**src/rtl/posit_pkg.sv**
```systemverilog
// Shared types and helpers for the posit dot-product datapath.
// mant_accum uses the accumulator FSM state type defined here.
package posit_pkg;

    typedef enum logic {
        ACCUM = 1'b0,
        HOLD  = 1'b1
    } acc_state_e;

    function automatic int clog2(input int value);
        int result;
        result = 0;
        while ((1 << result) < value) begin
            result++;
        end
        return result;
    endfunction

endpackage

```
**src/rtl/mant_accum.sv**
```systemverilog
// Group accumulator for aligned two's-complement mantissas; emits a sign-magnitude sum per group.
// Optional macro PDPU_ACC_SAT_EN clamps the accumulator on signed overflow instead of wrapping.
//
// state | meaning
// ACCUM | accepting beats, summing into acc_q
// HOLD  | group result presented, waiting for out_ready_i
module mant_accum
    import posit_pkg::*;
#(
    parameter int WIDTH     = 14,
    parameter int ACC_WIDTH = 20,
    parameter int CNT_WIDTH = 6
) (
    input  logic                 clk_i,
    input  logic                 rst_ni,
    input  logic                 in_valid_i,
    output logic                 in_ready_o,
    input  logic [WIDTH-1:0]     in_mant_i,
    input  logic                 in_last_i,
    output logic                 out_valid_o,
    input  logic                 out_ready_i,
    output logic                 out_sign_o,
    output logic [ACC_WIDTH-1:0] out_mant_o,
    output logic                 out_ovf_o,
    output logic [CNT_WIDTH-1:0] out_cnt_o
);

    localparam int MSB = ACC_WIDTH - 1;
`ifdef PDPU_ACC_SAT_EN
    localparam logic [ACC_WIDTH-1:0] SAT_MAX = {1'b0, {(ACC_WIDTH-1){1'b1}}};
    localparam logic [ACC_WIDTH-1:0] SAT_MIN = {1'b1, {(ACC_WIDTH-1){1'b0}}};
`endif

    acc_state_e           state_q, state_d;
    logic [ACC_WIDTH-1:0] acc_q, acc_d;
    logic [CNT_WIDTH-1:0] cnt_q, cnt_d;
    logic                 ovf_q, ovf_d;
    logic                 out_sign_q, out_sign_d;
    logic [ACC_WIDTH-1:0] out_mant_q, out_mant_d;
    logic                 out_ovf_q, out_ovf_d;
    logic [CNT_WIDTH-1:0] out_cnt_q, out_cnt_d;

    logic [ACC_WIDTH-1:0] mant_ext;
    logic [ACC_WIDTH-1:0] sum_raw;
    logic [ACC_WIDTH-1:0] sum_eff;
    logic [ACC_WIDTH-1:0] sum_mag;
    logic                 beat_ovf;
    logic                 beat_acc;

    assign mant_ext = {{(ACC_WIDTH-WIDTH){in_mant_i[WIDTH-1]}}, in_mant_i};
    assign sum_raw  = acc_q + mant_ext;
    assign beat_ovf = (acc_q[MSB] == mant_ext[MSB]) && (sum_raw[MSB] != acc_q[MSB]);

    // On overflow the true sum has the sign of the (shared) operand sign.
`ifdef PDPU_ACC_SAT_EN
    assign sum_eff = beat_ovf ? (acc_q[MSB] ? SAT_MIN : SAT_MAX) : sum_raw;
`else
    assign sum_eff = sum_raw;
`endif

    // Negating the most negative value leaves 1 followed by zeros, which reads correctly unsigned.
    assign sum_mag  = sum_eff[MSB] ? ((~sum_eff) + ACC_WIDTH'(1)) : sum_eff;
    assign beat_acc = in_valid_i && (state_q == ACCUM);

    always_comb begin
        state_d    = state_q;
        acc_d      = acc_q;
        cnt_d      = cnt_q;
        ovf_d      = ovf_q;
        out_sign_d = out_sign_q;
        out_mant_d = out_mant_q;
        out_ovf_d  = out_ovf_q;
        out_cnt_d  = out_cnt_q;

        case (state_q)
            ACCUM: begin
                if (beat_acc) begin
                    if (in_last_i) begin
                        out_sign_d = sum_eff[MSB];
                        out_mant_d = sum_mag;
                        out_ovf_d  = ovf_q | beat_ovf;
                        out_cnt_d  = cnt_q + CNT_WIDTH'(1);
                        acc_d      = '0;
                        cnt_d      = '0;
                        ovf_d      = 1'b0;
                        state_d    = HOLD;
                    end else begin
                        acc_d = sum_eff;
                        cnt_d = cnt_q + CNT_WIDTH'(1);
                        ovf_d = ovf_q | beat_ovf;
                    end
                end
            end
            HOLD: begin
                if (out_ready_i) begin
                    state_d = ACCUM;
                end
            end
            default: state_d = ACCUM;
        endcase
    end

    always_ff @(posedge clk_i or negedge rst_ni) begin
        if (!rst_ni) begin
            state_q    <= ACCUM;
            acc_q      <= '0;
            cnt_q      <= '0;
            ovf_q      <= 1'b0;
            out_sign_q <= 1'b0;
            out_mant_q <= '0;
            out_ovf_q  <= 1'b0;
            out_cnt_q  <= '0;
        end else begin
            state_q    <= state_d;
            acc_q      <= acc_d;
            cnt_q      <= cnt_d;
            ovf_q      <= ovf_d;
            out_sign_q <= out_sign_d;
            out_mant_q <= out_mant_d;
            out_ovf_q  <= out_ovf_d;
            out_cnt_q  <= out_cnt_d;
        end
    end

    assign in_ready_o  = (state_q == ACCUM);
    assign out_valid_o = (state_q == HOLD);
    assign out_sign_o  = out_sign_q;
    assign out_mant_o  = out_mant_q;
    assign out_ovf_o   = out_ovf_q;
    assign out_cnt_o   = out_cnt_q;

endmodule

```
**config.mk**
```make
export PLATFORM = sky130hd
export DESIGN_NAME = mant_accum
export DESIGN_NICKNAME = d
export VERILOG_FILES = /design/src/rtl/posit_pkg.sv /design/src/rtl/mant_accum.sv
export SDC_FILE = /design/constraint.sdc
export NUM_CORES = 1
export LEC_CHECK = 0
export CAP_MARGIN = 40
export CELL_PAD_IN_SITES_DETAIL_PLACEMENT = 0
export CELL_PAD_IN_SITES_GLOBAL_PLACEMENT = 2
export CORE_MARGIN = 1.5
export CORE_UTILIZATION = 36
export CTS_CLUSTER_SIZE = 10
export DETAILED_ROUTE_END_ITERATION = 12
export PLACE_DENSITY = 0.93
export SLEW_MARGIN = 40
export SYNTH_ARGS = -nofsm -noshare
export SYNTH_HDL_FRONTEND = slang
export SYNTH_SLANG_ARGS = --single-unit
```
**constraint.sdc**
```tcl
create_clock -name clk_i -period 4.45 [get_ports clk_i]
set_input_delay 0.89 -clock clk_i [delete_from_list [all_inputs] [get_ports clk_i]]
set_output_delay 0.89 -clock clk_i [all_outputs]
set_load 0.02 [all_outputs]
```
== Yosys cells after proc, flatten, opt, wreduce, memory -nomap -nowiden ==
Index checks and enable logic that the tools add are counted.
Cells by class
  reduce and logical (&&, ||, !) cells: 4
  multiplexer cells: 8
  equality and inequality tests: 2
  add/subtract/negate cells: 3
  bitwise logic cells: 3
Operator list (number)
  20-bit 2-to-1 mux: 2
  20-bit by 1-bit adder with 20-bit output (second input constant): 1
  20-bit adder: 1
  20-bit inverter: 1
  6-bit by 1-bit adder with 6-bit output (second input constant): 1
  6-bit 2-to-1 mux: 1
  1-bit 2-to-1 mux: 4
  3-bit AND reduction: 1
  1-bit logical AND: 2
  1-bit one-hot mux with 2 select lines: 1
  2-bit AND reduction: 1
  1-bit equality test: 1
  1-bit != test: 1
  1-bit inverter: 1
  1-bit bitwise OR: 1
Storage, ports and cells
  logic and storage cells: 28
  bits in registers: 56
  input bits: 19
  output and inout port bits: 30

== Depth between registers and ports, before layout ==
Gate-level depths: netlist (run 1).
  depth in word-level cells: 5
  depth in mapped cells: 12
  mapped depth without buffers: 12

== Least setup slack after synthesis (run 1) ==
No wires, ideal clock.
  path kind: input to register
  start: input port in_mant_i[0]
  end: register out_mant_q[17] (netlist: out_mant_o[17])
  buffers on the path: 0
  required time: 4.320 ns
  stages on the path: 12
  setup slack: 0.900 ns
  library setup time: 0.130 ns
  data arrival time: 3.420 ns
  cell sequence: ha_1 -> inv_1 -> fa_1 -> nor2b_1 -> o31a_1 -> o2111a_1 -> o21ai_1 -> mux2_2 -> nor4_4 -> a41oi_1 -> xnor2_1 -> o21ai_1
On the way
  cells in the longest elaborated chain, start to end: 4
Ends and longest elaborated chain
  start: declaration: line mant_accum.sv:18  | input logic [WIDTH-1:0] in_mant_i,
  20-bit adder (*): line mant_accum.sv:51  | assign sum_raw = acc_q + mant_ext;
  20-bit inverter: line mant_accum.sv:62  | assign sum_mag = sum_eff[MSB] ? ((~sum_eff) + ACC_WIDTH'(1)) : sum_eff;
  20-bit by 1-bit adder with 20-bit output: line mant_accum.sv:62
  20-bit 2-to-1 mux (*): line mant_accum.sv:62
  end signal: assignment: line mant_accum.sv:119  | out_mant_q <= out_mant_d;
  end: declaration: line mant_accum.sv:39  | logic [ACC_WIDTH-1:0] out_mant_q, out_mant_d;
Every way passes the cells marked *; elsewhere a longest branch is shown, timed or not.
A chain may end at the register's enable or synchronous reset.

== Worst setup path after layout (run 1) ==
Same ends and word-level chain as after synthesis.

==> results of run 1 <==
[layout make-up]
| type | instances | area [um^2] |
|---|---|---|
| Timing Repair Buffer | 59 | 560.5 |
| Inverter | 12 | 45.04 |
| Tap cell | 133 | 166.4 |
| Multi-Input combinational cell | 342 | 2177 |
| Clock buffer | 5 | 68.82 |
| Sequential cell | 56 | 1401 |
| Clock inverter | 3 | 27.53 |
| Fill cell | 972 | 5418 |
[report_power, final]
group          leakage [uW]  internal (uW)  switching [uW]
Sequential         0.000724            687             108
Combinational       0.00120            892            1190
Clock             0.0000463            116             187
[cells in the final DEF, fill, tap and decap left out, drive strengths merged, types with 9 or more instances in the layout]
cell type / Yosys / final
inv: 12 / 13
buf: 0 / 12
nor3: 10 / 10
a21oi: 31 / 31
xnor2: 25 / 25
dfrtp: 56 / 56
xor2: 11 / 11
clkdlybuf4s50: 0 / 47
o21ai: 56 / 56
ha: 21 / 21
nor2: 26 / 26
nand2: 65 / 65
a22o: 9 / 9
[worst register-to-register path, stage by stage, from the launching register on]
cell,delay (ns)
sky130_fd_sc_hd__dfrtp_1,0.41
sky130_fd_sc_hd__ha_1,0.23
sky130_fd_sc_hd__inv_1,0.08
sky130_fd_sc_hd__fa_1,0.21
sky130_fd_sc_hd__nor2b_1,0.08
sky130_fd_sc_hd__o31a_1,0.31
sky130_fd_sc_hd__o2111a_1,0.33
sky130_fd_sc_hd__o21ai_1,0.33
sky130_fd_sc_hd__mux2_2,0.45
sky130_fd_sc_hd__nor4_4,0.36
sky130_fd_sc_hd__a41oi_1,0.19
sky130_fd_sc_hd__xnor2_1,0.20
sky130_fd_sc_hd__o21ai_1,0.07
[worst paths after layout]
check	slack, ns	end	from	cells after the start
setup reg to reg	1.10	out_mant_o[17]	acc_q[0]	12
min in group asynchronous	0.52	acc_q[0]	rst_ni	1
max in group asynchronous	3.26	acc_q[1]	rst_ni	2
hold / removal	0.49	out_mant_o[5]	out_mant_o[5]	2
hold reg to reg	0.49	out_mant_o[5]	out_mant_o[5]	2
setup / recovery	0.50	out_mant_o[17]	in_mant_i[0]	13
[logic make-up (layout without fill, tap and decap cells)]
kind of cell,Yosys count,in the layout,share of synthesized area (%)
AND/OR/NAND/NOR,142,142,18.09
AO/OA/AOI/OAI,140,140,24.04
flip-flops,56,56,38.08
XOR/XNOR,36,36,8.773
buffers and inverters,27,79,2.754
adder cells (fa/ha/maj),22,22,7.684
multiplexers,2,2,0.5780
[metal layers]
layer,vias up,track usage (%)
li1,1626,-
met1,1511,23.74
met2,73,28.90
met3,20,2.506
met4,0,5.754
met5,-,0
[stage by stage]
stage / hold slack [ns] / instance area (um^2) / std cells / utilization, % / setup WS [ns]
global route: 0.5198 / 4447 / 610 / 45.08 / 0.2306
floorplan: 0.4526 / 3680 / 425 / - / 0.8999
detailed placement: 0.4691 / 4348 / 602 / 44.08 / 0.1718
global placement: 0.4598 / 4348 / 602 / 44.08 / 0.2699
CTS: 0.4968 / 4444 / 610 / 45.05 / 0.5171
finish: 0.4896 / 4447 / 610 / 45.08 / 0.5020
[cells in the mapped netlist, drive strengths merged, types with 2 or more instances]
| cell type | count | area, um^2 |
|---|---|---|
| a21boi | 2 | 15.01 |
| a31o | 2 | 17.52 |
| a31oi | 6 | 37.54 |
| and2 | 5 | 31.28 |
| or3 | 4 | 25.02 |
| clkbuf | 15 | 56.30 |
| nand2 | 65 | 246.5 |
| nor4 | 2 | 33.78 |
| o211ai | 3 | 22.52 |
| and3 | 8 | 50.05 |
| xor2 | 11 | 96.34 |
| nand4 | 2 | 12.51 |
| a22o | 9 | 78.83 |
| o211a | 2 | 20.02 |
| nor2b | 5 | 31.28 |
| nor2 | 26 | 97.59 |
| nand2b | 5 | 31.28 |
| nand3 | 8 | 40.04 |
| a21oi | 31 | 166.4 |
| ha | 21 | 262.8 |
| o31ai | 2 | 15.01 |
| a211o | 2 | 17.52 |
| dfrtp | 56 | 1401 |
| o21ai | 56 | 280.3 |
| a221o | 2 | 20.02 |
| inv | 12 | 45.04 |
| a21o | 8 | 62.56 |
| o41ai | 2 | 17.52 |
| nor3 | 10 | 50.05 |
| xnor2 | 25 | 226.5 |
[state kept, by name, summed over array words and instances (netlist names)]
register	flops
acc_q	20
cnt_q	6
out_cnt_o	6
out_mant_o	20
out_ovf_o	1
out_sign_o	1
out_valid_o	1
ovf_q	1
==> metrics, run 1 <==
Ports a little under 50; Post-synth EDFFs 0; chip width 104.1 um; max-cap violations 0; detailed-routed wire length on met2 4.273 mm; first-pass GRT wire length about 15 mm; Mapped Nets 466; largest net degree at the start of global routing 35; number of cells produced by synthesis 425; Async SR Flop Fraction 100.0%; TritonCTS Sinks 56; clock latency reported for the late side of the worst-skew pair around 0.32 ns; # rows 36; Max-Slew Margin vs Limit between 60% and 70%; type of element capturing the critical path flip-flop; synth warn 0; Vert. Die Dim 104.1 um; antenna violations before repair 0; length of routed met3 wiring 341 um; root cell of the clock tree sky130_fd_sc_hd__clkbuf_8; total CTS buffers 5; 1st-iter DRT viols 133; via count 3230; combined buffer and inverter count along the critical path 2; Crit Path Max Fanout 5; via count of the first global-routing pass 3104; post-synthesis area per instance between 8 and 9 um^2; area growth from synthesis to layout 20.84%; Crit Path Category in2reg; Core Footprint roughly 9900 um^2; clock-pin slew of the registers on the worst-case setup and hold paths 0.11 ns; Setup Total Neg Slack 0 ns; run status finished clean; Cell Chain, Critical Path clkdlybuf4s50_1 > ha_1 > inv_1 > fa_1 > nor2b_1 > o31a_1 > o2111a_1 > o21ai_1 > mux2_2 > nor4_4 > a41oi_1 > xnor2_1 > o21ai_1; startpoint type of the worst setup path input port; register area share after synthesis 38.08%; classification of the worst-slack hold path reg2reg; setup bufs post-CTS 0; Final Total Pwr 3183 uW; first-pass iteration count of the detailed router 6; cell with the largest stage delay on the worst path sky130_fd_sc_hd__clkdlybuf4s50_1; Die Area about 11000 um^2; vias per inst between 5 and 6; Synth Register Bits 56; all-layer global routing usage between 10% and 20%; crit-path max cell delay 0.46 ns; WP data required between 4 and 5 ns; final worst path period share 88.72%; f_max 253.3 MHz; estimated wirelength of the detail-placed design 6.857 mm; Top delay family on crit path compound AO/OA/AOI/OAI gates; transition time of the tightest slew-check pin around 0.58 ns; Diodes inserted 0; initial core utilization 37.30%; most used flip-flop cell after synthesis sky130_fd_sc_hd__dfrtp_1; buffer levels on the longest clock path 2; CTS Hold Buffers Added 0; number of buffer cells added on primary ports 48; drc violations 0; maximum level of the CTS H-tree 2; Cell Pwr Density roughly 720 nW/um^2; unrepaired setup endpoints after global routing false; sum of overflow across all layers after global routing 0; min cycle time layout 3.948 ns; fraction of layout cells with a size suffix above 1 under 10%; CTS tree built; total standard cell area after synthesis 3680 um^2; Max VDD drop 177.8 uV; Final Wtd Congestion 0.8123; number of resized instances in the post-cts repair step 0; Max Slew Vio Count 0; number of antenna-violating nets in the routed design 0; final setup vio count 0; detailed-routing wirelength on met1 4.320 mm; Most common cell on crit path sky130_fd_sc_hd__o21ai_1; count of unique library cells instantiated by Yosys 55; leakage power summed over all cells 0.001967 uW; Routed wire per std cell 15.03 um; net count of the finished layout 517; top metal layer carrying routed signals met4; endpoint arrival time on the critical path 4.15 ns; Fin Clk Skew between 0.008 and 0.009 ns; final routed wirelength across all metal layers slightly above 9 mm; final-report hold violation count 0
(Power assumes the default switching activity.)
==> run 2, diff against run 1 <==
Settings changed: ABC_AREA set to 1, CORE_UTILIZATION 36 to 34, PLACE_DENSITY 0.93 to 0.94.
==> metrics, run 2 <==
via count around 3700; most numerous cell in the Yosys netlist sky130_fd_sc_hd__nand2_1; Crit Path Max Fanout 4; 1st-iter DRT viols 159; max-cap violations 0; top cells by area in the synthesized netlist sky130_fd_sc_hd__dfrtp_1, sky130_fd_sc_hd__nand2_1, sky130_fd_sc_hd__ha_1; f_max 296.8 MHz; Core Footprint 11470 um^2; buffer levels on the longest clock path 2; Async SR Flop Fraction 100.0%; number of antenna-violating nets in the routed design 0; setup bufs post-CTS 0; unrepaired setup endpoints after global routing false; count of unique library cells instantiated by Yosys 36; register area share after synthesis 34.93%; drc violations 0; maximum level of the CTS H-tree 2; Post-synth EDFFs 0; Vert. Die Dim 111.6 um; Routed wire per std cell approximately 13 um; first-pass GRT wire length 17.77 mm; FF-to-FF setup slack between 1.5 and 2 ns; type of element capturing the critical path flip-flop; Synth Register Bits 56; clock-pin slew of the registers on the worst-case setup and hold paths roughly 0.080 ns; all-layer global routing usage between 10% and 20%; fraction of layout cells with a size suffix above 1 roughly 10%; Max VDD drop around 240 uV; number of cells produced by synthesis 581; first-pass iteration count of the detailed router 4; Mapped Nets a little over 600; most frequent standard cell in the layout excluding fill and tap cells sky130_fd_sc_hd__nand2_1; final routed wirelength across all metal layers 10.44 mm; post-synthesis area per instance 6.904 um^2; classification of the worst-slack hold path in2async; top cell type by total area after synthesis sky130_fd_sc_hd__dfrtp_1; Setup Total Neg Slack 0 ns; area growth from synthesis to layout 19.81%; most common library cells after synthesis sky130_fd_sc_hd__nand2_1, sky130_fd_sc_hd__inv_1, sky130_fd_sc_hd__dfrtp_1; final worst path period share between 70% and 80%; reg2reg start acc_q[0]; most used flip-flop cell after synthesis sky130_fd_sc_hd__dfrtp_1; total standard cell area after synthesis 4011 um^2; antenna violations before repair 0; startpoint type of the worst setup path input port; leakage power summed over all cells 0.002477 uW; Crit Path Category in2reg; area fraction of the dominant cell type after synthesis roughly a third; Fin Clk Skew 0.009922 ns; CTS Hold Buffers Added 0; synth warn 0; timing startpoint of the critical path in_mant_i[0]; final-report hold violation count 0; run status finished clean; worst reg2reg endpoint out_mant_o[15]; WP data required 4.64 ns; Max-Slew Margin vs Limit 58.04%; crit path to out_mant_o[15]; number of standard cells in the final layout excluding fillers 774; largest net degree at the start of global routing 50; estimated wirelength of the detail-placed design 8.148 mm; dpl cells 765; number of buffer cells added on primary ports 48; root cell of the clock tree sky130_fd_sc_hd__clkbuf_16; min cycle time layout approximately 3.4 ns; total CTS buffers 5; chip width 111.6 um; number of resized instances in the post-cts repair step 0; transition time of the tightest slew-check pin 0.6294 ns; endpoint arrival time on the critical path ~3.6 ns; Final Wtd Congestion 0.8917; via count of the first global-routing pass 3641; sum of overflow across all layers after global routing 0; vias per inst 4.735; initial core utilization 34.98%; # rows 39; CTS tree built; FF-to-FF path depth 17; Ports slightly below 50; commonest cells after routing, fill and taps aside sky130_fd_sc_hd__nand2_1, sky130_fd_sc_hd__inv_1, sky130_fd_sc_hd__dfrtp_1; Die Area ~12000 um^2; final setup vio count 0; Max Slew Vio Count 0; net count of the finished layout 671; Cell Pwr Density between 600 and 700 nW/um^2; TritonCTS Sinks 56; Diodes inserted 0; clock latency reported for the late side of the worst-skew pair 0.30 ns
[run 2: cells by family after synthesis]
kind of cell	Yosys count	synth area share [%]
AND/OR/NAND/NOR	339	37.77
buffers and inverters	83	8.141
AO/OA/AOI/OAI	65	8.609
flip-flops	56	34.93
adder cells (fa/ha/maj)	22	7.049
XOR/XNOR	16	3.493
[run 2: per-layer routing]
metal,vias to the layer above,GRT usage [%],part of all wire (%)
met1,1687,22.99,48
li1,1936,-,-
met5,-,0,0
met3,6,2.232,2.3
met2,36,30.89,49
met4,0,2.785,0.71
[run 2: worst min path at each step]
stage / start / end
floorplan: acc_q[0] / acc_q[0]
global route: rst_ni / acc_q[3]
global placement: out_cnt_o[2] / out_cnt_o[2]
CTS: rst_ni / acc_q[3]
finish: rst_ni / acc_q[3]
detailed placement: out_mant_o[2] / out_mant_o[2]
[run 2: through the flow]
step | instance area (um^2) | utilization [%] | power [uW] | hold WS (ns) | worst slack, ns
after detailed placement | 4642 | 40.48 | 2550 | 0.4683 | 0.7801
after global placement | 4642 | 40.48 | 2534 | 0.4645 | 0.8445
after global routing | 4806 | 41.91 | 3227 | 0.4330 | 0.8686
after CTS | 4795 | 41.81 | 2983 | 0.4311 | 1.065
final | 4806 | 41.91 | 2951 | 0.4264 | 1.080
after floorplan | 4011 | - | 2021 | 0.4570 | 1.546
[run 2: power by group]
group / total [uW] / switching (uW) / internal [uW]
clock: 420 / 205 / 215
sequential: 776 / 101 / 675
combinational: 1760 / 1110 / 650
[run 2: critical path, stage by stage]
cell and delay (ns):
sky130_fd_sc_hd__clkdlybuf4s50_1 0.46, sky130_fd_sc_hd__ha_1 0.25, sky130_fd_sc_hd__inv_1 0.08, sky130_fd_sc_hd__fa_1 0.41, sky130_fd_sc_hd__inv_2 0.10, sky130_fd_sc_hd__nand2_2 0.05, sky130_fd_sc_hd__nand2_2 0.08, sky130_fd_sc_hd__nand2_2 0.07
sky130_fd_sc_hd__xor2_1 0.26, sky130_fd_sc_hd__nand3_1 0.21, sky130_fd_sc_hd__nor2_4 0.17, sky130_fd_sc_hd__nand2_2 0.10, sky130_fd_sc_hd__nor2_4 0.11, sky130_fd_sc_hd__nand3_2 0.09, sky130_fd_sc_hd__nand2_1 0.07, sky130_fd_sc_hd__nand2_1 0.04
sky130_fd_sc_hd__nand3_1 0.06, sky130_fd_sc_hd__nand2_1 0.06
[run 2: layout make-up]
type,count,area [um^2]
Clock buffer,5,125.1
Clock inverter,3,27.53
Fill cell,1204,6661
Inverter,72,272.8
Multi-Input combinational cell,442,2283
Sequential cell,56,1401
Tap cell,143,178.9
Timing Repair Buffer,53,516.7
==> run 3, diff against run 2 <==
Settings changed: CORE_UTILIZATION 34 to 31, PLACE_DENSITY 0.94 to 0.87.
Clock period 4.45 ns to 3.3 ns, I/O delays scaled along.
==> metrics, run 3 (synthesis gave the netlist of run 2 again) <==
most frequent standard cell in the layout excluding fill and tap cells sky130_fd_sc_hd__nand2_1; CTS Hold Buffers Added 0; share of power burned in the clock network 13.8%; net count of the finished layout 684; # rows 41; fraction of layout cells with a size suffix above 1 between 10% and 20%; commonest cells after routing, fill and taps aside sky130_fd_sc_hd__nand2_1, sky130_fd_sc_hd__inv_1, sky130_fd_sc_hd__dfrtp_1; run status finished clean; Post-Route Utilization about two fifths; leakage power summed over all cells 0.002540 uW; Max-Slew Margin vs Limit approximately two thirds; Gate power share between 60 and 70%; Final Total Pwr between 4000 and 5000 uW; CTS tree built; clock latency reported for the late side of the worst-skew pair 0.31 ns; TritonCTS Sinks 56; Max VDD drop 324.9 uV; Crit Path Category in2reg; min cycle time layout about 2.9 ns; antenna violations before repair 0; buffer levels on the longest clock path 2; all-layer global routing usage 17.60%; Vert. Die Dim about 120 um; chip width ~120 um; startpoint type of the worst setup path input port; first-pass iteration count of the detailed router 4; 1st-iter DRT viols roughly 150; initial core utilization 31.79%; number of resized instances in the post-cts repair step 0; internal cell power 2184 uW; Ports 49; Crit Path Max Fanout 3; total CTS buffers 5; unrepaired setup endpoints after global routing false; net switching power 1952 uW; final-report hold violation count 0; Fin Clk Skew 0.01144 ns; proportion of total power due to net switching approximately 47%; Diodes inserted 0; Routed wire per std cell 13.56 um; Cell Pwr Density 835.7 nW/um^2; via count roughly 3800; area growth from synthesis to layout 23.39%; WP data required approximately 3.5 ns; final routed wirelength across all metal layers 11.07 mm; Die Area about 14000 um^2; type of element capturing the critical path flip-flop; sequential cell fraction of total power 25.3%; root cell of the clock tree sky130_fd_sc_hd__clkbuf_16; number of buffer cells added on primary ports 48; max-cap violations 0; Core Footprint 12620 um^2; final setup vio count 0; classification of the worst-slack hold path in2async; via count of the first global-routing pass 3752; setup bufs post-CTS 0; first-pass GRT wire length 18.64 mm; Max Slew Vio Count 0; clock-pin slew of the registers on the worst-case setup and hold paths 0.09 ns; vias per inst 4.640; largest net degree at the start of global routing 37; Setup Total Neg Slack 0 ns; f_max 342.3 MHz; transition time of the tightest slew-check pin 0.5078 ns; final worst path period share roughly nine tenths; number of antenna-violating nets in the routed design 0; sum of overflow across all layers after global routing 0; estimated wirelength of the detail-placed design 8.731 mm; maximum level of the CTS H-tree 2; drc violations 0; Fillers 1399; endpoint arrival time on the critical path between 3 and 4 ns; Final Wtd Congestion 0.8769
-- run 3: cell count changes in the layout (fill, tap and decap cells not counted) --
| cell | before | now |
|---|---|---|
| sky130_fd_sc_hd__buf_4 | 4 | 18 |
| sky130_fd_sc_hd__buf_12 | 0 | 1 |
| sky130_fd_sc_hd__buf_2 | 1 | 0 |
| sky130_fd_sc_hd__buf_6 | 1 | 0 |
| sky130_fd_sc_hd__clkinv_1 | 2 | 1 |
| sky130_fd_sc_hd__clkinv_4 | 1 | 0 |
| sky130_fd_sc_hd__clkinvlp_4 | 1 | 2 |
| sky130_fd_sc_hd__inv_1 | 63 | 64 |
-- run 3: cell type report --
| class | count | area, um^2 | share of cell area (%) |
|---|---|---|---|
| tap | 172 | 215.2 | 4.348 |
| inverter | 72 | 272.8 | 5.511 |
| multi-input combinational | 442 | 2283 | 46.13 |
| clock inverter | 3 | 26.28 | 0.5308 |
| sequential | 56 | 1401 | 28.31 |
| clock buffer | 5 | 125.1 | 2.528 |
| timing repair buffer | 66 | 625.6 | 12.64 |
-- run 3: final timing paths --
kind                            cells past startpoint             end           from  slack, ns
worst max-delay path                               18  out_mant_o[16]   in_mant_i[0]       0.38
worst min-delay path                                1        acc_q[7]         rst_ni       0.32
worst max register to register                     14  out_mant_o[18]       acc_q[9]       0.80
worst min register to register                      2   out_mant_o[1]  out_mant_o[1]       0.48
max in group asynchronous                           2   out_mant_o[8]         rst_ni       2.29
min in group clk_i                                  2   out_mant_o[1]  out_mant_o[1]       0.48
-- run 3: power groups by stage --
stage | Sequential [uW] | Clock (uW) | Combinational [uW]
after global placement | 1060 | 0 | 2530
after global routing | 1080 | 608 | 2850
final | 1050 | 571 | 2520
after detailed placement | 1060 | 0 | 2530
after floorplan | 1200 | 0 | 1530
after CTS | 1050 | 591 | 2550
-- run 3: layer usage --
layer	global-route usage, %	vias to the layer above	share of wire, %	routed length [um]
met4	4.659	0	1.8	198
met3	2.335	15	2.2	245
met2	30.72	48	48	5339
li1	-	1964	-	-
met5	0	-	0	0
met1	22.95	1759	48	5285
-- run 3: per-stage QoR --
step           cell area [um^2]  hold WS, ns  std cells  setup slack (ns)
3_5_place_dp               4798       0.4652        808           0.06485
3_3_place_gp               4796       0.4639        808           0.05081
4_1_cts                    4950       0.3371        816            0.3755
5_1_grt                    4950       0.3617        816            0.1170
6_report                   4950       0.3224        816            0.3788
2_1_floorplan              4011       0.3644        581            0.6259
-- run 3: worst max-delay path, stage by stage --
cell and delay [ns]:
sky130_fd_sc_hd__clkdlybuf4s50_1 0.46, sky130_fd_sc_hd__ha_1 0.16, sky130_fd_sc_hd__inv_1 0.05, sky130_fd_sc_hd__fa_1 0.51, sky130_fd_sc_hd__ha_1 0.20, sky130_fd_sc_hd__inv_1 0.05, sky130_fd_sc_hd__nor2_1 0.12, sky130_fd_sc_hd__nand2_2 0.09
sky130_fd_sc_hd__nor2_4 0.10, sky130_fd_sc_hd__nand3_1 0.13, sky130_fd_sc_hd__inv_2 0.09, sky130_fd_sc_hd__nand2_2 0.07, sky130_fd_sc_hd__nor2_4 0.10, sky130_fd_sc_hd__nand2_1 0.09, sky130_fd_sc_hd__nand2_1 0.07, sky130_fd_sc_hd__nand2_1 0.04
sky130_fd_sc_hd__nand3_1 0.07, sky130_fd_sc_hd__nand2_1 0.05
